--- src/rtl/sram_pattern_tester.sv ---
// SRAM self-test master: full-range write/read passes over four data patterns,
// optional looping with odd-pass inversion, and in-order read-return checking.
// Optional feature macro: ERR_CAPTURE_EN adds first-mismatch capture outputs
// err_addr/err_exp/err_got.
module sram_pattern_tester #(
  parameter int unsigned ADDR_W    = 18,
  parameter int unsigned DATA_W    = 16,
  parameter int unsigned ADDR_LAST = (1 << ADDR_W) - 1,
  parameter int unsigned MAX_OUTST = 4,
  parameter int unsigned CNT_W     = 16
) (
  input  logic                  clk,
  input  logic                  reset_,
  input  logic                  start,
  input  logic                  stop,
  input  logic                  loop_en,
  input  logic [1:0]            pattern,
  output logic                  ram_req,
  input  logic                  ram_ready,
  output logic                  ram_rd,
  output logic [ADDR_W-1:0]     ram_addr,
  output logic [DATA_W/8-1:0]   ram_be,
  output logic [DATA_W-1:0]     ram_wr_data,
  input  logic                  ram_rd_data_vld,
  input  logic [DATA_W-1:0]     ram_rd_data,
  output logic                  busy,
  output logic                  ram_match,
  output logic                  ram_mismatch,
  output logic [CNT_W-1:0]      err_count,
  output logic [CNT_W-1:0]      pass_count
`ifdef ERR_CAPTURE_EN
  ,
  output logic [ADDR_W-1:0]     err_addr,
  output logic [DATA_W-1:0]     err_exp,
  output logic [DATA_W-1:0]     err_got
`endif
);

  localparam int unsigned BE_W  = DATA_W / 8;
  localparam int unsigned OUT_W = 4;
  localparam logic [ADDR_W-1:0] ADDR_END = ADDR_W'(ADDR_LAST);
  localparam logic [OUT_W-1:0]  OUT_MAX  = OUT_W'(MAX_OUTST);

  typedef enum logic [1:0] {
    ST_IDLE  = 2'd0,
    ST_WRITE = 2'd1,
    ST_READ  = 2'd2,
    ST_DRAIN = 2'd3
  } state_e;

  state_e              state_q, state_d;
  logic [ADDR_W-1:0]   addr_q, addr_d;
  logic [ADDR_W-1:0]   chk_addr_q, chk_addr_d;
  logic [1:0]          pat_q, pat_d;
  logic                loop_q, loop_d;
  logic                odd_q, odd_d;
  logic [OUT_W-1:0]    outst_q, outst_d;
  logic                pass_err_q, pass_err_d;
  logic                req_q, req_d;
  logic                rd_q, rd_d;
  logic [DATA_W-1:0]   wr_data_q, wr_data_d;
  logic                busy_q, busy_d;
  logic                match_q, match_d;
  logic                mism_q, mism_d;
  logic [CNT_W-1:0]    err_count_q, err_count_d;
  logic [CNT_W-1:0]    pass_count_q, pass_count_d;
  logic [BE_W-1:0]     be_q;
`ifdef ERR_CAPTURE_EN
  logic                cap_done_q, cap_done_d;
  logic [ADDR_W-1:0]   err_addr_q, err_addr_d;
  logic [DATA_W-1:0]   err_exp_q, err_exp_d;
  logic [DATA_W-1:0]   err_got_q, err_got_d;
`endif

  // Expected word for address a, pattern pat, inverted on odd passes.
  function automatic logic [DATA_W-1:0] exp_data(input logic [ADDR_W-1:0] a,
                                                 input logic [1:0]        pat,
                                                 input logic              odd);
    logic [DATA_W-1:0] base;
    logic [DATA_W-1:0] one;
    logic [ADDR_W-1:0] bit_idx;
    one     = DATA_W'(1);
    bit_idx = a % ADDR_W'(DATA_W);
    case (pat)
      2'd0:    base = DATA_W'(a);
      2'd1:    base = one << bit_idx;
      2'd2:    base = a[0] ? {BE_W{8'hAA}} : {BE_W{8'h55}};
      default: base = ~DATA_W'(a);
    endcase
    return base ^ {DATA_W{odd}};
  endfunction

  logic accept;
  logic chk_vld;
  logic chk_bad;
  logic inc;
  logic dec;
  logic [DATA_W-1:0] chk_exp;

  assign accept  = req_q & ram_ready;
  assign chk_vld = ram_rd_data_vld & ((state_q == ST_READ) | (state_q == ST_DRAIN));
  assign chk_exp = exp_data(chk_addr_q, pat_q, odd_q);
  assign chk_bad = chk_vld & (ram_rd_data != chk_exp);
  assign inc     = accept & rd_q & (state_q == ST_READ);
  assign dec     = chk_vld & (outst_q != '0);

  // Next-state, request generation and read-return checking.
  always_comb begin
    state_d      = state_q;
    addr_d       = addr_q;
    chk_addr_d   = chk_addr_q;
    pat_d        = pat_q;
    loop_d       = loop_q;
    odd_d        = odd_q;
    outst_d      = outst_q + OUT_W'(inc) - OUT_W'(dec);
    pass_err_d   = pass_err_q;
    req_d        = req_q;
    rd_d         = rd_q;
    wr_data_d    = wr_data_q;
    busy_d       = busy_q;
    match_d      = 1'b0;
    mism_d       = 1'b0;
    err_count_d  = err_count_q;
    pass_count_d = pass_count_q;
`ifdef ERR_CAPTURE_EN
    cap_done_d   = cap_done_q;
    err_addr_d   = err_addr_q;
    err_exp_d    = err_exp_q;
    err_got_d    = err_got_q;
`endif

    // Check returning read data in order.
    if (chk_vld) begin
      chk_addr_d = chk_addr_q + ADDR_W'(1);
      if (chk_bad) begin
        mism_d     = 1'b1;
        pass_err_d = 1'b1;
        if (err_count_q != {CNT_W{1'b1}}) begin
          err_count_d = err_count_q + CNT_W'(1);
        end
`ifdef ERR_CAPTURE_EN
        if (!cap_done_q) begin
          cap_done_d = 1'b1;
          err_addr_d = chk_addr_q;
          err_exp_d  = chk_exp;
          err_got_d  = ram_rd_data;
        end
`endif
      end
    end

    case (state_q)
      ST_IDLE: begin
        req_d = 1'b0;
        rd_d  = 1'b0;
        if (start) begin
          state_d      = ST_WRITE;
          pat_d        = pattern;
          loop_d       = loop_en;
          odd_d        = 1'b0;
          addr_d       = '0;
          chk_addr_d   = '0;
          outst_d      = '0;
          pass_err_d   = 1'b0;
          err_count_d  = '0;
          pass_count_d = '0;
          busy_d       = 1'b1;
          req_d        = 1'b1;
          wr_data_d    = exp_data('0, pattern, 1'b0);
`ifdef ERR_CAPTURE_EN
          cap_done_d   = 1'b0;
          err_addr_d   = '0;
          err_exp_d    = '0;
          err_got_d    = '0;
`endif
        end
      end

      ST_WRITE: begin
        req_d = 1'b1;
        rd_d  = 1'b0;
        if (accept) begin
          if (addr_q == ADDR_END) begin
            state_d = ST_READ;
            addr_d  = '0;
            rd_d    = 1'b1;
          end else begin
            addr_d    = addr_q + ADDR_W'(1);
            wr_data_d = exp_data(addr_q + ADDR_W'(1), pat_q, odd_q);
          end
        end
      end

      ST_READ: begin
        rd_d = 1'b1;
        if (accept && (addr_q == ADDR_END)) begin
          state_d = ST_DRAIN;
          req_d   = 1'b0;
          rd_d    = 1'b0;
        end else begin
          if (accept) begin
            addr_d = addr_q + ADDR_W'(1);
          end
          req_d = (outst_d != OUT_MAX);
        end
      end

      default: begin
        req_d = 1'b0;
        rd_d  = 1'b0;
        if (outst_q == '0) begin
          pass_count_d = pass_count_q + CNT_W'(1);
          match_d      = ~pass_err_d;
          if (loop_q && !stop) begin
            state_d    = ST_WRITE;
            odd_d      = ~odd_q;
            addr_d     = '0;
            chk_addr_d = '0;
            pass_err_d = 1'b0;
            req_d      = 1'b1;
            wr_data_d  = exp_data('0, pat_q, ~odd_q);
          end else begin
            state_d = ST_IDLE;
            busy_d  = 1'b0;
          end
        end
      end
    endcase
  end

  // State and output registers.
  always_ff @(posedge clk or negedge reset_) begin
    if (!reset_) begin
      state_q      <= ST_IDLE;
      addr_q       <= '0;
      chk_addr_q   <= '0;
      pat_q        <= '0;
      loop_q       <= 1'b0;
      odd_q        <= 1'b0;
      outst_q      <= '0;
      pass_err_q   <= 1'b0;
      req_q        <= 1'b0;
      rd_q         <= 1'b0;
      wr_data_q    <= '0;
      busy_q       <= 1'b0;
      match_q      <= 1'b0;
      mism_q       <= 1'b0;
      err_count_q  <= '0;
      pass_count_q <= '0;
      be_q         <= '0;
`ifdef ERR_CAPTURE_EN
      cap_done_q   <= 1'b0;
      err_addr_q   <= '0;
      err_exp_q    <= '0;
      err_got_q    <= '0;
`endif
    end else begin
      state_q      <= state_d;
      addr_q       <= addr_d;
      chk_addr_q   <= chk_addr_d;
      pat_q        <= pat_d;
      loop_q       <= loop_d;
      odd_q        <= odd_d;
      outst_q      <= outst_d;
      pass_err_q   <= pass_err_d;
      req_q        <= req_d;
      rd_q         <= rd_d;
      wr_data_q    <= wr_data_d;
      busy_q       <= busy_d;
      match_q      <= match_d;
      mism_q       <= mism_d;
      err_count_q  <= err_count_d;
      pass_count_q <= pass_count_d;
      be_q         <= '1;
`ifdef ERR_CAPTURE_EN
      cap_done_q   <= cap_done_d;
      err_addr_q   <= err_addr_d;
      err_exp_q    <= err_exp_d;
      err_got_q    <= err_got_d;
`endif
    end
  end

  assign ram_req      = req_q;
  assign ram_rd       = rd_q;
  assign ram_addr     = addr_q;
  assign ram_be       = be_q;
  assign ram_wr_data  = wr_data_q;
  assign busy         = busy_q;
  assign ram_match    = match_q;
  assign ram_mismatch = mism_q;
  assign err_count    = err_count_q;
  assign pass_count   = pass_count_q;
`ifdef ERR_CAPTURE_EN
  assign err_addr     = err_addr_q;
  assign err_exp      = err_exp_q;
  assign err_got      = err_got_q;
`endif

endmodule
--- config.mk ---
export PLATFORM = sky130hd
export DESIGN_NAME = sram_pattern_tester
export DESIGN_NICKNAME = d
export VERILOG_FILES = /design/src/rtl/sram_pattern_tester.sv
export SDC_FILE = /design/constraint.sdc
export NUM_CORES = 1
export LEC_CHECK = 0
export CAP_MARGIN = 30
export CORE_MARGIN = 2
export CORE_UTILIZATION = 40
export CTS_BUF_LIST = sky130_fd_sc_hd__clkbuf_2
export CTS_CLUSTER_DIAMETER = 50
export DETAILED_ROUTE_END_ITERATION = 7
export PLACE_DENSITY = 0.65
export SYNTH_ARGS = -nofsm -noshare
export SYNTH_HDL_FRONTEND = slang
export SYNTH_SLANG_ARGS = --single-unit
--- constraint.sdc ---
create_clock -name clk -period 3 [get_ports clk]
set_input_delay 0.9 -clock clk [delete_from_list [all_inputs] [get_ports clk]]
set_output_delay 0.9 -clock clk [all_outputs]
set_load 0.005 [all_outputs]
* Word-level counts from Yosys, hierarchy flattened *
Index checks and enable logic that the tools add are counted.

storage, ports and cells
  bits of input ports = 25
  logic and storage cells = 158
  output and inout port bits = 73
  bits in registers = 101

cells by class
  reduce and logical (&&, ||, !) cells = 23
  shift-type cells = 2
  bitwise gates (word level) = 16
  eq/ne operators = 19
  add/sub/neg operators = 6
  mux-type cells = 75

operators by type and width
  kind                                               number
  2-to-1 mux 16 bit                                  20
  case mux 16 bit (3 select lines)                   5
  2-to-1 mux 18 bit                                  11
  case mux 18 bit (3 select lines)                   1
  bitwise XOR 16 bit                                 3
  adder 18 x 1 -> 18 bit (second input constant)     2
  case mux 18 bit (2 select lines)                   1
  adder 16 x 1 -> 16 bit (second input constant)     2
  NOT 16 bit                                         2
  case mux 16 bit (2 select lines)                   1
  left shift 1 x 4 -> 16 bit (first input constant)  2
  2-to-1 mux 1 bit                                   23
  == test 18 bit (second input constant)             1
  inequality test 16 bit                             1
  inequality test 16 bit (second input constant)     1
  inequality test 2 bit (second input constant)      6
  AND reduction 6 bit                                2
  nonzero test 4 bit                                 3
  2-to-1 mux 2 bit                                   5
  == test 2 bit (second input constant)              4
  2-to-1 mux 4 bit                                   2
  case mux 1 bit (2 select lines)                    4
  AND reduction 4 bit                                2
  bitwise AND 1 bit                                  6
  20 further kinds                                   31

* Logic depth before layout (Yosys ltp) *
  word-level depth = 10
  mapped depth = 15
  depth with buffers taken out = 14

* Worst setup path before layout *
No wires, ideal clock.

  path type = reg-to-reg
  from = register state_q[0]
  to = register req_q (netlist: ram_req)
  arrival time = 2883 ps
  slack = -14 ps
  setup time = 131 ps
  clock period less this slack = 3014 ps
  path buffers = 1
  cell stages (with the launch flop) = 15
  data required time = 2869 ps
  cell sequence = dfrtp_1 -> inv_1 -> ha_1 -> clkbuf_1 -> o21ai_1 -> nor2_1 -> ha_1 -> inv_1 -> ha_1 -> fa_1 -> xnor2_1 -> o41ai_1 -> nor2_1 -> nor3_1 -> o21ai_0

on the way
  word-level cells in the longest chain between the ends = 8
  elaborated cells between the ends (all ways) = 13
  those cells by class = add/sub (2); eq/ne (4); mux (2); bitwise (4); reduce/logical (1)

RTL lines
  what                                                          line  text
  start, declared                                               51    state_e state_q, state_d;
  start signal, assigned                                        258   state_q <= state_d;
  branches (longest 7 deep; another with adder 4 x 1 -> 4 bit)  --
  case mux 1 bit (3 select lines) *                             152   case (state_q)
  net req_d                                                     59    logic req_q, req_d;
  end signal, assigned                                          266   req_q <= req_d;
  end, declared                                                 59

Mark *: on every way through the listed nets, which the timed path passes.
A chain may end at the register's enable or synchronous reset.

* Final worst setup path *
Same ends and word-level chain as after synthesis.

==> key figures <==
Status
  – Status: complete, no violations

Synth
  – Average cell area after synthesis: 8.46 sq um
  – Xor and xnor fraction of the mapped netlist area: 8.44%
  – Commonest cells post-synth: 99 x dfrtp_1, 97 x nand2_1, 63 x nor2_1
  – Ys Warns: 0
  – Post-synthesis mux area share: 1.85%
  – Main combinational cell family by area after synthesis: simple AND/OR/NAND/NOR gates
  – Yosys top cell area share: 36.2%
  – Syn Inst Count: 809
  – Synth area leaders: dfrtp_1 36%, nand2_1 5.3%, o21ai_0 4.5%
  – Syn Nets: 858
  – Main synth FF type: dfrtp_1
  – Post-synth ARST share: 100%
  – Most common cell in the synthesized netlist: dfrtp_1
  – Flop and latch count out of synthesis: 99
  – Post-Synth Simple-Gate Area: 23.9%
  – Yosys top cell by area: dfrtp_1
  – Post-synthesis cell area: 0.00685 sq mm
  – Compound-Gate Fraction of Synth Area: 20.1%
  – Synth unique cells: 73
  – Post-Synth Adder-Cell Area: 4.50%
  – EDFF count, synth: 0
  – Register area share after synthesis: 36.2%

Drt
  – DR WL/cell: 15.9 um
  – Wire length on met2: 8.13 mm
  – Detail Route Antenna Nets: 0
  – Uppermost layer routed: met4
  – First-pass DRT Iterations: 5
  – Initial DRC Count: 384
  – Via-per-instance ratio: 5.46
  – Wl on met1: 9.01 mm
  – DRC: 0
  – Drt total wl: 18.1 mm
  – Met3 wire length: 773 um
  – Vias: 6,231

Worst setup path
  – Top delay family on crit path: adder cells
  – WS Path Type: reg -> reg
  – Worst path cell trace: inv_1 -> ha_1 -> o21ai_2 -> nor2_1 -> ha_1 -> inv_1 -> ha_1 -> fa_1 -> xnor2_1 -> o41ai_1 -> nor2_1 -> nor3_1 -> o21ai_0
  – Delay of the slowest cell on the worst path: 0.51 ns
  – CP Launch Point: state_q[0]
  – CP arrival: 3.40 ns
  – Crit path capture type: flop
  – Setup slack, reg-to-reg: 0.15 ns
  – Critical Path Source Type: flop
  – RR Endpoint: ram_req
  – Setup crit end: ram_req
  – Worst Path Buf+Inv: 2
  – Cell mode on critical path: ha_1
  – R2r worst-path depth: 13
  – Worst path slowest cell: dfrtp_1
  – Max FO, Critical Path: 5
  – CP Depth: 13
  – Req. time, crit path: 3.55 ns
  – Reg-to-Reg Start: state_q[0]

Placed design
  – Post-detail-place hpwl: 13.4 mm
  – Placed cell count: 1,125
  – Routability cong.: 0.845
  – Buffers on Ports: 97

Global routing
  – Gr ovfl total: 0
  – Largest net degree at the start of global routing: 56
  – Vias in the first global route: 5,792
  – Antenna violations before repair: 1
  – GRT Util Overall: 20.3%
  – First-pass GRT wire length: 29.6 mm

Timing
  – Endpoints failing setup: 0
  – Period utilization: 94.9%
  – Worst Clk Skew: 0.0363 ns
  – Actual slew at the worst max-slew pin: 0.557 ns
  – Hold Violations, Final: 0
  – Maximum clock rate: 351 MHz
  – Rel. slew slack: 62.9%
  – Minimum clock period: 2.85 ns
  – TNS Setup: 0 ns
  – Slew Limit Fails: 0

Hold path
  – Worst min path class: in -> async

Die
  – Ports: 98
  – Die height: 135 um
  – Die Wd: 135 um
  – Starting Density: 41.1%
  – Rows: 47
  – Core area: 0.0166 sq mm
  – Die area: 0.0182 sq mm

Clocking
  – Post_cts resized: 0
  – Post-CTS Setup Bufs: 0
  – Hold Buf Count CTS: 0
  – Clk_lat worst skew: 0.62 ns
  – Clock slew seen by the registers of the worst setup and hold paths: 0.29 ns
  – Total CTS buffers: 9
  – CTS tree: done
  – Root buffer cell: clkbuf_2
  – Clock Tree Buf Depth: 2
  – Clk sink count: 99
  – Number of H-tree levels: 3

Run
  – Max-cap violation count: 0

Power
  – Pwr/cell area: 858 mW/mm^2
  – Leakage: 3.47 nW
  – Worst vdd ir: 0.436 mV

Finish
  – Syn-to-layout area delta: 22.6%
  – Post-layout util: 50.5%
  – Layout cells sized above 1: 10.5%
  – Final nets: 965
  – Final non-filler cell total: 1,142
  – Fillers: 1,617
cell families after synthesis:
logic type,count (synthesis)
xor gates and xnor gates,66
and+or+nand+nor,325
adders and majority gates,24
other,1
muxes,12
buffers and inverters,73
AOI/OAI and AO/OA,209
DFF,99
where the power goes:
| group | switching, W | internal [W] | total, W | leakage [nW] |
|---|---|---|---|---|
| registers | 0.000287 | 0.00163 | 0.00192 | 1.31 |
| logic | 0.00249 | 0.00202 | 0.00451 | 2.08 |
| clock network | 0.000493 | 0.000282 | 0.000775 | 0.0829 |
| total | 0.00327 | 0.00394 | 0.00720 | 3.47 |
cell type report:
class                           instances  area, sq um  share of cell area, %
Multi-Input combinational cell        637         4060                   48.3
Sequential cell                        99         2480                   29.5
Timing Repair Buffer                  143         1340                   15.9
Tap cell                              220          275                   3.28
Clock inverter                          7         98.8                   1.18
Inverter                               26         97.6                   1.16
Clock buffer                            9         45.0                  0.536
Antenna cell                            1         2.50                 0.0298
state kept, by name, indices dropped and copies added, names as in the netlist:
name / flops
odd_q: 1
pass_count: 16
chk_addr_q: 16
ram_rd: 1
err_count: 16
ram_req: 1
ram_be: 1
ram_wr_data: 16
busy: 1
state_q: 2
outst_q: 4
ram_mismatch: 1
ram_match: 1
ram_addr: 18
loop_q: 1
pass_err_q: 1
pat_q: 2
worst min path at each step:
stage / endpoint / slack [ns] / cells after the start
final: err_count[4] / 0.21 / 1
after global routing: ram_wr_data[4] / 0.19 / 1
after CTS: pass_count[6] / 0.18 / 1
after detailed placement: ram_match / 0.43 / 1
after global placement: ram_match / 0.43 / 1
after floorplan: ram_match / 0.41 / 1
layout by cell type (no fill, tap or decap), types with 6 or more instances in the layout:
| cell type | count |
|---|---|
| nand2_1 | 97 |
| dfrtp_1 | 97 |
| clkdlybuf4s50_1 | 96 |
| nor2_1 | 63 |
| o21ai_0 | 62 |
| a21oi_1 | 45 |
| buf_4 | 45 |
| xnor2_1 | 34 |
| xor2_1 | 31 |
| nand3_1 | 29 |
| inv_1 | 23 |
| ha_1 | 21 |
| and3_1 | 19 |
| nor3_1 | 16 |
| nand4_1 | 14 |
| nand2b_1 | 14 |
| nor2b_1 | 14 |
| or3_1 | 13 |
| and2_1 | 11 |
| o31ai_1 | 11 |
| a211oi_1 | 10 |
| o211ai_1 | 10 |
| clkbuf_2 | 9 |
| and4_1 | 8 |
| mux2i_1 | 7 |
| o21ai_1 | 6 |
| a221oi_1 | 6 |
routing by layer:
metal	vias up	GRT usage, %
met5	-	0
met4	0	5.44
met3	13	3.12
met2	146	31.1
met1	2978	29.7
li1	3094	-
through the flow:
stage	power [W]	cell area [sq um]	setup WS [ns]	hold WS (ns)
global route	0.00784	8400	-0.00199	0.191
detailed placement	0.00640	8220	-0.276	0.431
global placement	0.00636	8220	-0.240	0.428
floorplan	0.00484	6850	0.0827	0.409
CTS	0.00722	8370	0.0418	0.184
finish	0.00720	8400	0.153	0.210
(Power assumes the default switching activity.)
